## config.mk

```make
export PLATFORM = sky130hd
export DESIGN_NAME = gng_romload_router
export DESIGN_NICKNAME = d
export VERILOG_FILES = /design/src/rtl/gng_rom_pkg.sv /design/src/rtl/gng_wr_fifo.sv /design/src/rtl/gng_romload_router.sv
export SDC_FILE = /design/constraint.sdc
export NUM_CORES = 1
export LEC_CHECK = 0
export CAP_MARGIN = 30
export CORE_UTILIZATION = 59
export DETAILED_ROUTE_END_ITERATION = 8
export GPL_ROUTABILITY_DRIVEN = 0
export PLACE_DENSITY = 0.81
export SLEW_MARGIN = 20
export SYNTH_ARGS = -nofsm -noshare
export SYNTH_HDL_FRONTEND = slang
export SYNTH_HIERARCHICAL = 1
export SYNTH_SLANG_ARGS = --single-unit
```

## constraint.sdc

```tcl
create_clock -name clk_sys -period 4.24 [get_ports clk_sys]
set_clock_uncertainty 0.1 [all_clocks]
set_input_delay 0.424 -clock clk_sys [delete_from_list [all_inputs] [get_ports clk_sys]]
set_output_delay 0.424 -clock clk_sys [all_outputs]
set_load 0.05 [all_outputs]
```

## src/rtl/gng_rom_pkg.sv

```systemverilog
// Shared types and constants for the ROM-load router: region codes, region map,
// ROM signature bytes and the write-transaction payload.
package gng_rom_pkg;

   localparam int unsigned BYTE_AW = 25;
   localparam int unsigned TXN_AW  = 17;

   typedef enum logic [2:0] {
      REG_MAIN = 3'd0,
      REG_SND  = 3'd1,
      REG_CHAR = 3'd2,
      REG_SCR  = 3'd3,
      REG_OBJ  = 3'd4,
      REG_PROM = 3'd5
   } region_e;

   localparam logic [BYTE_AW-1:0] MAIN_BASE = 25'h000_0000;
   localparam logic [BYTE_AW-1:0] SND_BASE  = 25'h001_8000;
   localparam logic [BYTE_AW-1:0] CHAR_BASE = 25'h002_0000;
   localparam logic [BYTE_AW-1:0] SCR_BASE  = 25'h002_4000;
   localparam logic [BYTE_AW-1:0] OBJ_BASE  = 25'h003_C000;
   localparam logic [BYTE_AW-1:0] PROM_BASE = 25'h004_C000;
   localparam logic [BYTE_AW-1:0] ROM_END   = 25'h004_C400;

   localparam logic [7:0] SIG_B0 = 8'h10;
   localparam logic [7:0] SIG_B1 = 8'h83;
   localparam logic [7:0] SIG_B2 = 8'h00;
   localparam logic [7:0] SIG_B3 = 8'h80;

   typedef struct packed {
      region_e             region;
      logic [TXN_AW-1:0]   addr;
      logic [15:0]         data;
      logic [1:0]          be;
   } wr_txn_t;

   typedef struct packed {
      logic                hit;
      region_e             region;
      logic [TXN_AW-1:0]   waddr;
   } dec_t;

   // Map the even-slot byte address to a region and region-relative word address.
   function automatic dec_t decode_region(input logic [BYTE_AW-1:0] a);
      dec_t                d;
      logic [BYTE_AW-1:0]  base;
      d.hit = 1'b1;
      if (a < SND_BASE) begin
         d.region = REG_MAIN; base = MAIN_BASE;
      end else if (a < CHAR_BASE) begin
         d.region = REG_SND;  base = SND_BASE;
      end else if (a < SCR_BASE) begin
         d.region = REG_CHAR; base = CHAR_BASE;
      end else if (a < OBJ_BASE) begin
         d.region = REG_SCR;  base = SCR_BASE;
      end else if (a < PROM_BASE) begin
         d.region = REG_OBJ;  base = OBJ_BASE;
      end else if (a < ROM_END) begin
         d.region = REG_PROM; base = PROM_BASE;
      end else begin
         d.hit    = 1'b0;
         d.region = REG_MAIN; base = MAIN_BASE;
      end
      d.waddr = TXN_AW'((a - base) >> 1);
      return d;
   endfunction

   function automatic logic [7:0] sig_byte(input logic [1:0] idx);
      logic [7:0] b;
      case (idx)
         2'd0:    b = SIG_B0;
         2'd1:    b = SIG_B1;
         2'd2:    b = SIG_B2;
         default: b = SIG_B3;
      endcase
      return b;
   endfunction

endpackage

```

## src/rtl/gng_wr_fifo.sv

```systemverilog
// Show-ahead FIFO of write transactions; a push while full is accepted only
// when a pop happens in the same cycle.
module gng_wr_fifo
   import gng_rom_pkg::*;
#(
   parameter int unsigned DEPTH = 4
) (
   input  logic                      clk_sys,
   input  logic                      rst_n,
   input  logic                      push,
   input  wr_txn_t                   din,
   input  logic                      pop,
   output wr_txn_t                   dout,
   output logic                      empty,
   output logic                      full,
   output logic [$clog2(DEPTH):0]    count
);

   localparam int unsigned PW = $clog2(DEPTH);
   localparam int unsigned CW = PW + 1;

   wr_txn_t           mem_q [DEPTH];
   logic [PW-1:0]     wr_ptr_q, rd_ptr_q;
   logic [CW-1:0]     cnt_q;
   logic              do_push, do_pop;

   assign empty   = (cnt_q == '0);
   assign full    = (cnt_q == CW'(DEPTH));
   assign do_pop  = pop & ~empty;
   assign do_push = push & (~full | do_pop);
   assign dout    = mem_q[rd_ptr_q];
   assign count   = cnt_q;

   always_ff @(posedge clk_sys or negedge rst_n) begin
      if (!rst_n) begin
         wr_ptr_q <= '0;
         rd_ptr_q <= '0;
         cnt_q    <= '0;
         for (int i = 0; i < int'(DEPTH); i++) mem_q[i] <= '0;
      end else begin
         if (do_push) begin
            mem_q[wr_ptr_q] <= din;
            wr_ptr_q        <= wr_ptr_q + PW'(1);
         end
         if (do_pop) rd_ptr_q <= rd_ptr_q + PW'(1);
         case ({do_push, do_pop})
            2'b10:   cnt_q <= cnt_q + CW'(1);
            2'b01:   cnt_q <= cnt_q - CW'(1);
            default: cnt_q <= cnt_q;
         endcase
      end
   end

endmodule

```

## src/rtl/gng_romload_router.sv

```systemverilog
// Turns the HPS download byte stream into region-tagged 16-bit write
// transactions, tracks download completion and detects the ROM signature.
module gng_romload_router
   import gng_rom_pkg::*;
#(
   parameter int unsigned FIFO_DEPTH = 4,
   parameter int unsigned WADDR_W    = 17
) (
   input  logic                clk_sys,
   input  logic                rst_n,
   input  logic                ioctl_download,
   input  logic                ioctl_wr,
   input  logic [24:0]         ioctl_addr,
   input  logic [7:0]          ioctl_dout,
   output logic                wr_valid,
   input  logic                wr_ready,
   output logic [2:0]          wr_region,
   output logic [WADDR_W-1:0]  wr_addr,
   output logic [15:0]         wr_data,
   output logic [1:0]          wr_be,
   output logic                busy,
   output logic                rom_done,
   output logic                inv_ena,
   output logic                overflow
);

   localparam int unsigned CW = $clog2(FIFO_DEPTH) + 1;

   logic                dl_q;
   logic                pend_vld_q, pend_vld_d;
   logic [24:0]         pend_addr_q, pend_addr_d;
   logic [7:0]          pend_data_q, pend_data_d;
   logic [3:0]          sig_q, sig_d;
   logic                inv_q;
   logic                seen_q, seen_d;
   logic                rom_done_q, rom_done_d;
   logic                ovf_q, ovf_d;

   logic                dl_start, dl_fall, pend_live, merge;
   logic                push_c;
   logic [24:0]         push_addr;
   logic [15:0]         push_data;
   logic [1:0]          push_be;
   dec_t                dec;
   wr_txn_t             fifo_din, fifo_dout;
   logic                fifo_push, fifo_pop, fifo_empty, fifo_full;
   logic [CW-1:0]       fifo_count;

   assign dl_start  = ioctl_download & ~dl_q;
   assign dl_fall   = ~ioctl_download & dl_q;
   assign pend_live = pend_vld_q & ~dl_start;
   assign merge     = ioctl_wr & pend_live & ~pend_addr_q[0] &
                      (ioctl_addr == pend_addr_q + 25'd1);

   // Byte packer: merge an even/odd pair, otherwise emit the old byte alone.
   always_comb begin
      pend_vld_d  = pend_live;
      pend_addr_d = pend_addr_q;
      pend_data_d = pend_data_q;
      push_c      = 1'b0;
      push_addr   = {pend_addr_q[24:1], 1'b0};
      push_data   = pend_addr_q[0] ? {pend_data_q, 8'h00} : {8'h00, pend_data_q};
      push_be     = pend_addr_q[0] ? 2'b10 : 2'b01;
      if (ioctl_wr) begin
         if (merge) begin
            push_c     = 1'b1;
            push_data  = {ioctl_dout, pend_data_q};
            push_be    = 2'b11;
            pend_vld_d = 1'b0;
         end else begin
            push_c      = pend_live;
            pend_vld_d  = 1'b1;
            pend_addr_d = ioctl_addr;
            pend_data_d = ioctl_dout;
         end
      end else if (dl_fall & pend_vld_q) begin
         push_c     = 1'b1;
         pend_vld_d = 1'b0;
      end
   end

   assign dec       = decode_region(push_addr);
   assign fifo_push = push_c & dec.hit;
   assign fifo_pop  = ~fifo_empty & wr_ready;

   always_comb begin
      fifo_din        = '0;
      fifo_din.region = dec.region;
      fifo_din.addr   = dec.waddr;
      fifo_din.data   = push_data;
      fifo_din.be     = push_be;
   end

   // Status flags: overflow, signature, completion.
   always_comb begin
      ovf_d      = (ovf_q & ~dl_start) | (fifo_push & fifo_full & ~fifo_pop);
      sig_d      = dl_start ? 4'b0000 : sig_q;
      if (ioctl_wr && (ioctl_addr < 25'd4))
         sig_d[ioctl_addr[1:0]] = (ioctl_dout == sig_byte(ioctl_addr[1:0]));
      seen_d     = seen_q | dl_start;
      rom_done_d = dl_start ? 1'b0 :
                   (rom_done_q | (seen_q & ~ioctl_download & ~pend_vld_q & fifo_empty));
   end

   always_ff @(posedge clk_sys or negedge rst_n) begin
      if (!rst_n) begin
         dl_q        <= 1'b0;
         pend_vld_q  <= 1'b0;
         pend_addr_q <= '0;
         pend_data_q <= '0;
         sig_q       <= '0;
         inv_q       <= 1'b0;
         seen_q      <= 1'b0;
         rom_done_q  <= 1'b0;
         ovf_q       <= 1'b0;
      end else begin
         dl_q        <= ioctl_download;
         pend_vld_q  <= pend_vld_d;
         pend_addr_q <= pend_addr_d;
         pend_data_q <= pend_data_d;
         sig_q       <= sig_d;
         inv_q       <= &sig_q;
         seen_q      <= seen_d;
         rom_done_q  <= rom_done_d;
         ovf_q       <= ovf_d;
      end
   end

   gng_wr_fifo #(.DEPTH(FIFO_DEPTH)) u_fifo (
      .clk_sys (clk_sys),
      .rst_n   (rst_n),
      .push    (fifo_push),
      .din     (fifo_din),
      .pop     (fifo_pop),
      .dout    (fifo_dout),
      .empty   (fifo_empty),
      .full    (fifo_full),
      .count   (fifo_count)
   );

   assign wr_valid  = ~fifo_empty;
   assign wr_region = fifo_dout.region;
   assign wr_addr   = WADDR_W'(fifo_dout.addr);
   assign wr_data   = fifo_dout.data;
   assign wr_be     = fifo_dout.be;
   assign busy      = pend_vld_q | (fifo_count != '0);
   assign rom_done  = rom_done_q;
   assign inv_ena   = inv_q;
   assign overflow  = ovf_q;

endmodule
```

* After elaboration in Yosys (flattened, before gate mapping) *
Index checks and enable logic that the tools add are counted.

cells by class
  add/sub/neg operators = 6
  magnitude comparators = 12
  eq/ne operators = 7
  muxes and demuxes = 45
  bitwise operators = 33
  reduce and logical (&&, ||, !) cells = 9

operators with widths
  operator               count
  $bwmux 152             1
  $mux 38                3
  $mux 18                5
  $bmux 38 s2            1
  $demux 38 s2           1
  $lt 25x18->1 const B   3
  $mux 16                4
  $lt 25x19->1 const B   2
  $add 25x1->25 const B  1
  $eq 25x25->1           1
  $lt 25x17->1 const B   1
  $lt 25x3->1 const B    1
  $pmux 8 s3             1
  $mux 3                 6
  $sub 18x18->18         1
  $and 1x1->1            17
  $mux 1                 14
  $not 1->1              9
  $eq 8x8->1             1
  $mux 4                 2
  $mux 8                 1
  $ge 3x3->1 const B     2
  $mux 2                 3
  $not 2->3              2
  other kinds (20)       29

storage, ports and cells
  register bits after elaboration = 202

* Logic depth before layout (Yosys ltp) *
  depth after elaboration = 13
  mapped depth = 12
  gate-level depth less buffers = 12

* Hierarchy *
The synthesis kept the hierarchy.

modules (own cells, without submodules)
  module              instances  cells each  area an instance (µm²)  seq. area each (µm²)
  gng_wr_fifo         1          408         7,023.0                 3,978.8
  gng_romload_router  1          385         3,385.7                 1,076.0

* Worst setup path after synthesis *
Ideal clock, no wire load.

  kind = register to register
  start point = register pend_addr_q[1]
  end point = register pend_addr_q[14]
  arrival = 3.256 ns
  required time = 4.012 ns
  slack = 0.756 ns
  stages on the path, launching flop included = 11
  buffers on the path = 2
  period minus slack after synthesis = 3.484 ns
  path through = dfrtp_1 ha_1 clkbuf_1 nand3_1 or4_1 or3_1 a22oi_1 nand4_1 o41ai_4 buf_6 mux2_1

between the ends
  cells in the longest elaborated chain, start to end = 5

ends and longest elaborated chain
  item                        RTL line                   text
  start: declaration          gng_romload_router.sv:31   logic [24:0] pend_addr_q, pend_addr_d;
  start signal: assignment    gng_romload_router.sv:119  pend_addr_q <= pend_addr_d;
  $add 25x1->25               gng_romload_router.sv:53   (ioctl_addr == pend_addr_q + 25'd1);
  $eq 25x25->1                gng_romload_router.sv:53
  $and 1x1->1                 gng_romload_router.sv:52   assign merge = ioctl_wr & pend_live & ~pend_addr_q[0] &
  $not 1->1 (no line)         --
  $reduce_and 2->1 (no line)  --

No other way between the ends.
A chain may end at the register's enable or synchronous reset.

* Worst setup path in the final report *
  start point = register pend_addr_q[2]
  end point = register u_fifo/mem_q[52] in the netlist's numbering

between the ends
  elaborated cells on any way between the ends = 22
  those cells by class = add/sub (1); order compare (6); eq/ne (1); mux (11); bitwise (3)

RTL lines
  item                            RTL line                  text
  $add 25x1->25                   gng_romload_router.sv:53
  $eq 25x25->1                    gng_romload_router.sv:53
  $and 1x1->1                     gng_romload_router.sv:52
  $mux 16                         gng_romload_router.sv:65  if (merge) begin
  $mux 16                         gng_romload_router.sv:64  if (ioctl_wr) begin
  via push_data[12]               gng_romload_router.sv:42  logic [15:0] push_data;
  $bwmux 152                      gng_wr_fifo.sv:42         mem_q[wr_ptr_q] <= din;
  end signal: indexed assignment  gng_wr_fifo.sv:42
  end: declaration                gng_wr_fifo.sv:22         wr_txn_t mem_q [DEPTH];

The timed path passes the listed nets, and every way through them passes these cells.

==> results.py <==
metrics = {
    "cells_and_area": {
        "area_delta_synth_final_pct": 17.03,
        "fin_util_pct": 70.67,
        "drive_gt1_share_pct": 29.55,
        "nets": 916,
        "stdcell_count": 1105,
        "layout_common_cells": "201 x dfrtp_1, 148 x mux2_2, 79 x clkdlybuf4s50_1",
        "insertedDiodeCount": 0,
        "final_common_cell": "dfrtp_1",
    },
    "die": {
        "dieArea_um2": 18180,
        "core-area_um2": 17240,
        "start_util_pct": 60.39,
        "io_pins": 81,
        "chipWidth_um": 134.8,
        "die_h_um": 134.8,
        "rows": 48,
    },
    "clock_tree": {
        "insertion_delay_ps": 500,
        "cts.sinks": 202,
        "htreeDepth": 1,
        "cts_resized": 0,
        "numCtsBuffers": 22,
        "path_clk_slew_ps": 60,
        "clockBufferDepth": 3,
        "ctsHoldBuffers": 1,
        "cts_tree": "yes",
        "postCtsSetupBuffers": 0,
        "root_buffer": "clkbuf_16",
    },
    "setup_path": {
        "critPathMaxFanout": 12,
        "cp-startpoint": "pend_addr_q[2]",
        "worstReg2RegEnd": "u_fifo/mem_q[52]",
        "reg2reg_from": "pend_addr_q[2]",
        "worstSetupEndpointType": "flop",
        "reg2reg_slack_ps": 340,
        "r2r.worst_path.cells": 8,
        "cp_data_arrival_time_ps": 4230,
        "worstPathRequired_ps": 4570,
        "path_class": "reg2reg",
        "cp-start-kind": "flop",
    },
    "synth": {
        "synth_edf_count": 0,
        "ys_seq_area_share_pct": 48.56,
        "synth.area.top_cells": "dfrtp_1 49%, mux2_2 16%, mux4_2 8.2%, mux2_1 3.4%, nand2_1 1.8%",
        "ys_types": 65,
        "synth_seq_cells": 202,
        "avgSynthCellArea_um2": 13.13,
        "yosys_warnings": 6,
        "synth_top_area_share_pct": 48.56,
        "synth_flop_cell": "dfrtp_1",
        "yosys.area.top_type": "dfrtp_1",
        "syn-num-nets": 842,
        "syn_area_um2": 10410,
        "synth_cells": 793,
        "synthArstFlopShare_pct": 100.0,
    },
    "worst_hold_path": {
        "min_path_type": "in2reg",
        "min_from": "ioctl_download",
        "hold_path_end": "dl_q",
        "whs_path_depth": 1,
    },
    "routing": {
        "drc": 0,
        "antenna_left": 0,
        "wire_per_inst_um": 22.28,
        "avgViaCountPerCell": 6.402,
        "vias": 7074,
        "routed_wl_um": 24620,
        "drt_pass1_iterations": 6,
        "drtIter0Drc": 568,
    },
    "timing": {
        "worst_pin_slew_ps": 786.4,
        "tns_ps": 0,
        "rsz0062_at_grt": "false",
        "fmax_mhz": 256.7,
        "slew_violations": 0,
        "max-slew-margin-rel_pct": 47.58,
        "timing.final.crit_share_pct": 91.88,
        "post-route-min-period_ps": 3896,
        "setup_viol": 0,
        "hold_violations": 0,
    },
    "grt": {
        "antenna_found_initial": 0,
        "grt_use_total_pct": 28.48,
        "grt_pass1_vias": 7459,
        "grt_pass1_wl_um": 40080,
        "grt_max_degree": 101,
        "overflow": 0,
    },
    "power_and_ir_drop": {
        "p_total_mw": 5.340,
        "power_density_nw_per_um2": 438.4,
        "vdd_drop_max_uv": 395.0,
        "leakage_nw": 5.463,
    },
    "placement": {
        "numPortBuffers": 80,
        "placedCellCount": 1067,
        "dp_hpwl_um": 16620,
    },
    "run": {
        "drv_cap": 0,
    },
    "outcome": {
        "status": "completed",
    },
}
-- state kept, by name, indices dropped and copies added, names as in the netlist --
signal,count
dl_q,1
sig_q,4
rom_done,1
u_fifo/count,3
u_fifo/wr_ptr_q,2
pend_addr_q,25
seen_q,1
inv_ena,1
pend_data_q,8
u_fifo/rd_ptr_q,2
pend_vld_q,1
u_fifo/mem_q,152
overflow,1
-- logic make-up (layout without fill, tap and decap cells) --
family / after synthesis / count (layout) / synth area share (%)
muxes: 229 / 229 / 28.98
DFF: 202 / 202 / 48.56
and+or+nand+nor: 175 / 175 / 9.400
AOI/OAI and AO/OA: 72 / 72 / 4.881
buffers and inverters: 68 / 155 / 3.678
xor gates and xnor gates: 36 / 36 / 3.029
adders and majority gates: 11 / 11 / 1.467
-- layer usage --
layer	wire length [µm]	global-route usage, %	share of wire, %	up-vias
met5	0	0	0	-
met4	666	9.551	2.7	0
met3	1355	4.354	5.5	61
met2	12540	48.51	51	283
met1	10060	37.48	41	3654
li1	-	-	-	3076
-- where the power goes --
| part | switching, mW | internal, mW | total, mW |
|---|---|---|---|
| registers | 0.226 | 2.05 | 2.27 |
| clock network | 0.749 | 1.21 | 1.96 |
| logic | 0.603 | 0.506 | 1.11 |
-- final cells by class --
type	count	area, µm²
well taps	225	281.5
clock buffers	29	658.1
clock inverters	8	96.34
repair buffers	97	1010
fillers	1091	5055
flip-flops and latches	202	5056
inverters	21	78.83
multi-input cells	523	5001
-- how the worst max path moves through the flow --
stage | endpoint | slack [ps] | cells after the start
after global placement | u_fifo/mem_q[51] | 520 | 9
final | u_fifo/mem_q[52] | 340 | 8
after global routing | u_fifo/mem_q[52] | 80 | 8
after detailed placement | u_fifo/mem_q[52] | 290 | 9
after floorplan | pend_addr_q[14] | 760 | 10
after CTS | u_fifo/mem_q[52] | 380 | 8
-- synth_stat cells (all sizes together), types with 15 or more instances --
cell type / instances
clkbuf: 20
nand3: 15
nand2: 50
buf: 27
dfrtp: 202
o21ai: 21
nor2: 23
xnor2: 21
xor2: 15
nor4: 16
inv: 21
nand4: 17
mux2: 184
mux4: 38
-- per-stage QoR --
step	instance area, µm²	hold WS, ps	setup slack [ps]
4_1_cts	12180	357.9	378.6
6_report	12180	369.5	344.4
2_1_floorplan	10410	28.41	756.0
3_5_place_dp	11420	375.8	290.4
3_3_place_gp	11420	350.7	523.9
5_1_grt	12180	361.0	76.28
-- critical path, stage by stage (launching register included) --
cell	delay (ps)
dfrtp_1	590
nand4_2	380
or4_1	690
or3_1	410
a22oi_1	260
and4_1	280
nand3_1	310
o21ai_0	560
mux2_2	260
No activity file was read; power rests on OpenSTA's default activity.
